--- config.mk ---
export PLATFORM = sky130hd
export DESIGN_NAME = ftch_imem_ctrl
export DESIGN_NICKNAME = d
export VERILOG_FILES = /design/src/rtl/ftch_imem_ctrl.sv
export SDC_FILE = /design/constraint.sdc
export NUM_CORES = 1
export LEC_CHECK = 0
export CORE_ASPECT_RATIO = 0.8
export CORE_MARGIN = 2
export CORE_UTILIZATION = 40
export CTS_CLUSTER_DIAMETER = 50
export DETAILED_ROUTE_END_ITERATION = 12
export SYNTH_ARGS = -nofsm -noshare
export SYNTH_HDL_FRONTEND = slang
export SYNTH_SLANG_ARGS = --single-unit
--- constraint.sdc ---
create_clock -name clk -period 7.2 [get_ports clk]
set_clock_uncertainty 0.15 [all_clocks]
set_input_delay 1.08 -clock clk [delete_from_list [all_inputs] [get_ports clk]]
set_output_delay 1.08 -clock clk [all_outputs]
set_load 0.005 [all_outputs]
--- src/rtl/ftch_imem_ctrl.sv ---
// ---------------------------------------------------------------------------
// ftch_imem_ctrl
//
// Fetch-side request controller for the instruction memory. It walks the
// fetch PC sequentially, issues one word request per cycle to the imem and
// collects the in-order responses into a small circular buffer. Decode pulls
// PC/instruction pairs out of that buffer with a valid/ready handshake.
//
// The imem response channel has no backpressure. A request is therefore only
// issued when a buffer entry can be allocated for it (credit flow control).
// A pipeline redirect flushes the buffer and marks every fetch still in
// flight as stale, so that its response is discarded when it returns.
//
// Optional feature (compile-time macro FTCH_IMEM_CTRL_EPOCH_EN):
//   defined   - each request carries a 1-bit epoch tag. A redirect toggles the
//               epoch and fetching resumes immediately; stale responses are
//               recognised by their tag. A second redirect while stale
//               responses are still outstanding waits in DRAIN, because the
//               1-bit tag would alias.
//   undefined - the tag is tied to 0 and ignored on return. Any redirect that
//               leaves fetches in flight waits in DRAIN until they return.
//
// Parameters:
//   ADDR_W    fetch address width
//   DEPTH     response buffer entries (power of 2, >= 2)
//   RESET_PC  first fetch address after reset
//
// Ports:
//   clk              clock
//   reset            asynchronous active-high reset
//   redirect_vld     pipeline redirect request
//   redirect_pc      new fetch address (sampled with redirect_vld)
//   ftch_imem_vld    request valid (imem always accepts)
//   ftch_imem_addr   request address
//   ftch_imem_tag    request epoch tag
//   imem_ftch_vld    response valid (in request order)
//   imem_ftch_instr  response instruction
//   imem_ftch_tag    echoed request tag
//   ftch_dec_vld     head instruction available to decode
//   ftch_dec_rdy     decode accepts the head instruction
//   ftch_dec_pc      PC of the head instruction
//   ftch_dec_instr   head instruction
// ---------------------------------------------------------------------------
module ftch_imem_ctrl #(
    parameter int                ADDR_W   = 32,
    parameter int                DEPTH    = 4,
    parameter logic [ADDR_W-1:0] RESET_PC = '0
) (
    input  logic              clk,
    input  logic              reset,

    input  logic              redirect_vld,
    input  logic [ADDR_W-1:0] redirect_pc,

    output logic              ftch_imem_vld,
    output logic [ADDR_W-1:0] ftch_imem_addr,
    output logic              ftch_imem_tag,

    input  logic              imem_ftch_vld,
    input  logic [31:0]       imem_ftch_instr,
    input  logic              imem_ftch_tag,

    output logic              ftch_dec_vld,
    input  logic              ftch_dec_rdy,
    output logic [ADDR_W-1:0] ftch_dec_pc,
    output logic [31:0]       ftch_dec_instr
);

    // Index width into the buffer; pointers carry one extra wrap bit so that
    // a full buffer and an empty buffer are distinguishable.
    localparam int PW = (DEPTH > 1) ? $clog2(DEPTH) : 1;
    localparam int CW = PW + 1;
    // After back-to-back redirects the outstanding stale count can exceed
    // DEPTH (old-epoch stale plus the aborted new-epoch fetches).
    localparam int SW = PW + 2;

    localparam logic [CW-1:0] DEPTH_C = CW'(DEPTH);

    localparam logic [0:0] ST_RUN   = 1'b0;
    localparam logic [0:0] ST_DRAIN = 1'b1;

    // ------------------------------------------------------------------
    // State
    // ------------------------------------------------------------------
    logic [ADDR_W-1:0] pc;
    logic [0:0]        state;
    logic [0:0]        state_nxt;
    logic [SW-1:0]     stale;
    logic [SW-1:0]     stale_nxt;

    logic [CW-1:0]     alloc_ptr;
    logic [CW-1:0]     fill_ptr;
    logic [CW-1:0]     head_ptr;

    logic [DEPTH-1:0]  ent_filled;
    logic [ADDR_W-1:0] ent_pc    [DEPTH];
    logic [31:0]       ent_instr [DEPTH];

    logic              epoch;

    // ------------------------------------------------------------------
    // Derived occupancy
    // ------------------------------------------------------------------
    logic [CW-1:0]     occ;        // allocated, not yet popped
    logic [CW-1:0]     pending;    // allocated, response not yet returned
    logic [PW-1:0]     alloc_idx;
    logic [PW-1:0]     fill_idx;
    logic [PW-1:0]     head_idx;
    logic              head_filled;
    logic              stale_nz;

    assign occ         = alloc_ptr - head_ptr;
    assign pending     = alloc_ptr - fill_ptr;
    assign alloc_idx   = alloc_ptr[PW-1:0];
    assign fill_idx    = fill_ptr[PW-1:0];
    assign head_idx    = head_ptr[PW-1:0];
    assign head_filled = ent_filled[head_idx];
    assign stale_nz    = (stale != '0);

    // ------------------------------------------------------------------
    // Issue, response classification and pop
    // ------------------------------------------------------------------
    logic issue;
    logic rsp_drop;
    logic rsp_fill;
    logic pop;

    // reset gates the request so the port reads idle while reset is held.
    assign issue = !reset && (state == ST_RUN) && (occ != DEPTH_C) && !redirect_vld;

`ifdef FTCH_IMEM_CTRL_EPOCH_EN
    // In RUN every outstanding stale response belongs to the previous epoch.
    // In DRAIN everything in flight is stale regardless of tag, because the
    // aborted fetches may carry either tag value.
    assign rsp_drop = imem_ftch_vld && stale_nz &&
                      ((state == ST_DRAIN) || (imem_ftch_tag != epoch));
`else
    logic unused_tag;
    assign unused_tag = imem_ftch_tag;
    // Responses return in order, so while stale>0 the arriving one is stale.
    assign rsp_drop = imem_ftch_vld && stale_nz;
`endif

    assign rsp_fill = imem_ftch_vld && !rsp_drop && !redirect_vld;
    assign pop      = ftch_dec_vld && ftch_dec_rdy;

    // ------------------------------------------------------------------
    // Redirect bookkeeping
    // ------------------------------------------------------------------
    logic [SW-1:0] inflight_sum;
    logic [SW-1:0] redir_stale;
    logic [SW-1:0] old_left;

    // Everything in flight becomes stale, except the response arriving in
    // the redirect cycle itself, which is simply discarded here.
    assign inflight_sum = stale + SW'(pending);
    assign redir_stale  = (imem_ftch_vld && (inflight_sum != '0)) ?
                          inflight_sum - SW'(1) : inflight_sum;

    // Stale responses from before the previous redirect that will still be
    // outstanding after this cycle.
    assign old_left = (stale_nz && imem_ftch_vld) ? stale - SW'(1) : stale;

    always_comb begin
        stale_nxt = stale;
        state_nxt = state;
        if (redirect_vld) begin
            stale_nxt = redir_stale;
`ifdef FTCH_IMEM_CTRL_EPOCH_EN
            // Fetch can resume at once unless two epochs would be mixed.
            state_nxt = (old_left != '0) ? ST_DRAIN : ST_RUN;
`else
            state_nxt = (redir_stale != '0) ? ST_DRAIN : ST_RUN;
`endif
        end else begin
            if (rsp_drop) begin
                stale_nxt = stale - SW'(1);
            end
            if ((state == ST_DRAIN) && (stale_nxt == '0)) begin
                state_nxt = ST_RUN;
            end
        end
    end

`ifndef FTCH_IMEM_CTRL_EPOCH_EN
    logic [SW-1:0] unused_old_left;
    assign unused_old_left = old_left;
`endif

    // ------------------------------------------------------------------
    // Control registers
    // ------------------------------------------------------------------
    always_ff @(posedge clk or posedge reset) begin
        if (reset) begin
            pc         <= RESET_PC;
            state      <= ST_RUN;
            stale      <= '0;
            alloc_ptr  <= '0;
            fill_ptr   <= '0;
            head_ptr   <= '0;
            ent_filled <= '0;
        end else begin
            state <= state_nxt;
            stale <= stale_nxt;
            if (redirect_vld) begin
                // Flush: pointers back to zero, all entries empty.
                pc         <= redirect_pc;
                alloc_ptr  <= '0;
                fill_ptr   <= '0;
                head_ptr   <= '0;
                ent_filled <= '0;
            end else begin
                if (issue) begin
                    pc                    <= pc + ADDR_W'(4);
                    alloc_ptr             <= alloc_ptr + CW'(1);
                    ent_filled[alloc_idx] <= 1'b0;
                end
                if (rsp_fill) begin
                    fill_ptr             <= fill_ptr + CW'(1);
                    ent_filled[fill_idx] <= 1'b1;
                end
                if (pop) begin
                    head_ptr             <= head_ptr + CW'(1);
                    ent_filled[head_idx] <= 1'b0;
                end
            end
        end
    end

`ifdef FTCH_IMEM_CTRL_EPOCH_EN
    always_ff @(posedge clk or posedge reset) begin
        if (reset) begin
            epoch <= 1'b0;
        end else if (redirect_vld) begin
            epoch <= ~epoch;
        end
    end
`else
    assign epoch = 1'b0;
`endif

    // ------------------------------------------------------------------
    // Buffer payload (no reset; validity is tracked by ent_filled)
    // ------------------------------------------------------------------
    always_ff @(posedge clk) begin
        if (issue) begin
            ent_pc[alloc_idx] <= pc;
        end
        if (rsp_fill) begin
            ent_instr[fill_idx] <= imem_ftch_instr;
        end
    end

    // ------------------------------------------------------------------
    // Outputs
    // ------------------------------------------------------------------
    assign ftch_imem_vld  = issue;
    assign ftch_imem_addr = pc;
    assign ftch_imem_tag  = epoch;

    // Payload is masked by the fill flag so an empty head reads as zero.
    assign ftch_dec_vld   = head_filled && !redirect_vld;
    assign ftch_dec_pc    = head_filled ? ent_pc[head_idx]    : '0;
    assign ftch_dec_instr = head_filled ? ent_instr[head_idx] : '0;

endmodule

==> summary.txt <==
Run status
  • Status: finished clean

Clocking
  • Root buf cell: clkbuf_16
  • Hold buffers post-CTS: 0
  • Clk buf depth: 3
  • # clock sinks: 306
  • CTS tree: yes
  • Resized cells post-CTS: 0
  • H-tree depth: 2
  • Clock latency on the worst-skew pair: 530 ps
  • CTS buffer count: 37
  • Clock transition at path regs: 50 ps
  • Setup bufs post-CTS: 0

Drt
  • Initial DRC Count: 407
  • Post-route ant nets: 0
  • DRC: 0
  • Routed via count divided by cell count: 5.225
  • Wirelength per Cell: 20.23 µm
  • Final wirelength: 28500 µm
  • Via count of the routed design: 7362
  • First-pass DRT Iterations: 5

Die
  • IO Count: 169
  • Row Count: 58
  • Initial Utilization: 40.95%
  • Die height: 165.0 µm
  • Die X-Extent: 205.2 µm
  • Die area: 33860 µm²
  • Core Region: 31640 µm²

Yosys
  • Post-synth top flop: edfxtp_1
  • Post-synth top area share: 59.33%
  • Largest family of logic cells by synthesized area: multiplexers
  • Synthesized flop and latch total: 306
  • Post-synth EDFFs: 256
  • Mapped Area: 12960 µm²
  • Synth Instances: 784
  • Synth area leader: edfxtp_1
  • Most common cell in the synthesized netlist: edfxtp_1
  • Simple-gate portion of the synthesized area: 8.526%
  • Mux cell area share after synthesis: 11.87%
  • Largest cells by area after synthesis: edfxtp_1 59%, mux4_2 11%, dfrtp_1 9.7%, and2_1 3.4%, ha_1 2.0%
  • Synth warn: 0
  • Share of flip-flops with an asynchronous set or reset: 16.34%
  • Post-synthesis average cell area: 16.53 µm²
  • Synth Area in Compound Gates: 4.316%
  • Post-synthesis sequential area ratio: 68.98%
  • Post-Synth Adder-Cell Area: 2.337%
  • Syn nets: 877
  • Synth Area in XOR/XNOR: 1.622%
  • Distinct cell type count after synthesis: 50
  • Post-synth top cells: 256 x edfxtp_1, 70 x and2_1, 65 x mux4_2

Placed design
  • Dpl hpwl: 17350 µm
  • GPL Wtd Cong: 0.7562
  • Port bufs: 166

Power
  • Pwr/cell area: 263.0 nW/µm²
  • Leak: 5.461 nW
  • VDD IR max: 0.1915 mV

STA
  • Min Tclk post-route: 4644 ps
  • Slew Limit Fails: 0
  • Hold WS: 421.2 ps
  • Final period utilization: 64.50%
  • Slew headroom: 30.10%
  • Max Freq: 0.2153 GHz
  • Final setup viols: 0
  • Fin Setup TNS: 0 ps
  • Final Hold Viols: 0
  • RSZ-0062 raised after global routing: false
  • Worst slew pin tran: 1041 ps

Critical path
  • Arr. time, crit path: 3410 ps
  • CP Capture Type: output port
  • CP Class: reg -> out
  • Critical path launch point type: register
  • Worst Reg-to-Reg Cells: 6
  • Worst Path Required: 5970 ps
  • Crit path max fanout: 47

Global route
  • First-pass GRT wire length: 43910 µm
  • Largest net degree at the start of global routing: 59
  • Initial antenna violation count: 0
  • Overall Global Routing Usage: 17.23%
  • GRT overflow: 0
  • Vias in the first global route: 7470

Finish
  • Ratio of cells with drive above 1 in the final layout: 15.77%
  • Multi-input gate area: 3736 µm²
  • Fill cells: 2701
  • Ant diodes: 0
  • Layout area overhead: 25.62%
  • # nets final: 1053
  • Sequential cell area: 8946 µm²

Flow run
  • Max Cap Viol: 0

Worst hold path
  • HP Class: reg -> reg
  • Hold Path Stages: 2
==> flip-flops by register name (all words and copies together), names as in the netlist <==
signal	flops
head_ptr	3
ftch_imem_addr	32
alloc_ptr	3
ent_instr	128
ent_filled	4
state	1
fill_ptr	3
stale	4
ent_pc	128
==> final timing paths <==
kind                             start           endpoint  slack (ps)
max                        head_ptr[0]    ftch_dec_pc[18]        2560
min                        fill_ptr[2]        fill_ptr[2]         420
max reg2reg                head_ptr[0]      ent_pc[3][25]        3460
min reg2reg                fill_ptr[2]        fill_ptr[2]         420
max in group asynchronous        reset        head_ptr[0]        5340
min in group asynchronous        reset  ftch_imem_addr[1]         980
==> layout make-up <==
type,instances,share of cell area (%)
tap,420,3.229
multi-input combinational,406,22.95
timing repair buffer,183,10.96
clock buffer,46,6.019
sequential,306,54.96
inverter,26,0.5996
clock inverter,22,1.276
==> placed cells by master, fill, tap and decap left out, types with 4 or more instances in the layout <==
master           Yosys  routed
edfxtp_1           256     256
clkdlybuf4s50_1      0     165
and2_1              70      68
mux4_2              65      65
dfrtp_1             50      48
clkbuf_16            0      37
nor2_1              34      34
nand2_1             33      33
inv_1               26      25
ha_1                21      21
a31oi_1             19      19
xor2_1              17      17
o21ai_0             17      17
buf_4                2      17
or4_1               13      13
o31ai_1             11      11
nand3_1              9       9
or3_1                9       9
o21ai_1              8       8
o211ai_1             8       8
clkinv_2             0       8
xnor2_1              7       7
and3_1               7       7
clkbuf_1            29       7
nand4_1              5       5
a21oi_1              4       4
a211oi_1             4       4
a221oi_1             4       4
mux2i_1              4       4
==> worst max-delay path: stages, from the launching register on <==
cell and delay (ps):
dfrtp_4 790, mux4_2 980, buf_4 390, and2_1 200
clkdlybuf4s50_1 510
==> through the flow <==
stage | std cells | utilization [%] | cell area (µm²) | total power, mW | setup WS [ps]
5_1_grt | 1409 | 51.44 | 16280 | 4.470 | 2232
4_1_cts | 1409 | 51.44 | 16280 | 4.340 | 2374
6_report | 1409 | 51.44 | 16280 | 4.280 | 2556
2_1_floorplan | 784 | - | 12960 | 2.339 | 2260
3_3_place_gp | 1341 | 47.69 | 15090 | 2.530 | 2827
3_5_place_dp | 1341 | 47.69 | 15090 | 2.540 | 2824
==> logic make-up (layout without fill, tap and decap cells) <==
logic type / Yosys count / count (layout)
other cells: 1 / 1
buf+inv: 72 / 277
flops: 306 / 306
compound gates: 85 / 85
simple gates: 201 / 201
xor+xnor: 24 / 24
fa+ha+maj: 23 / 23
mux: 72 / 72
==> metal layers <==
| metal | vias to the layer above | global-route usage, % | part of all wire, % |
|---|---|---|---|
| li1 | 3403 | - | - |
| met1 | 3729 | 25.30 | 47 |
| met2 | 186 | 26.57 | 46 |
| met3 | 44 | 3.019 | 5.2 |
| met4 | 0 | 4.742 | 1.9 |
| met5 | - | 0 | 0 |
==> power breakdown <==
group	switching (mW)	internal, mW	total, mW
Combinational	0.222	0.219	0.441
Sequential	0.0734	1.98	2.06
Clock	0.727	1.05	1.78
Total	1.02	3.26	4.28
Power figures use the tool's default switching activity.
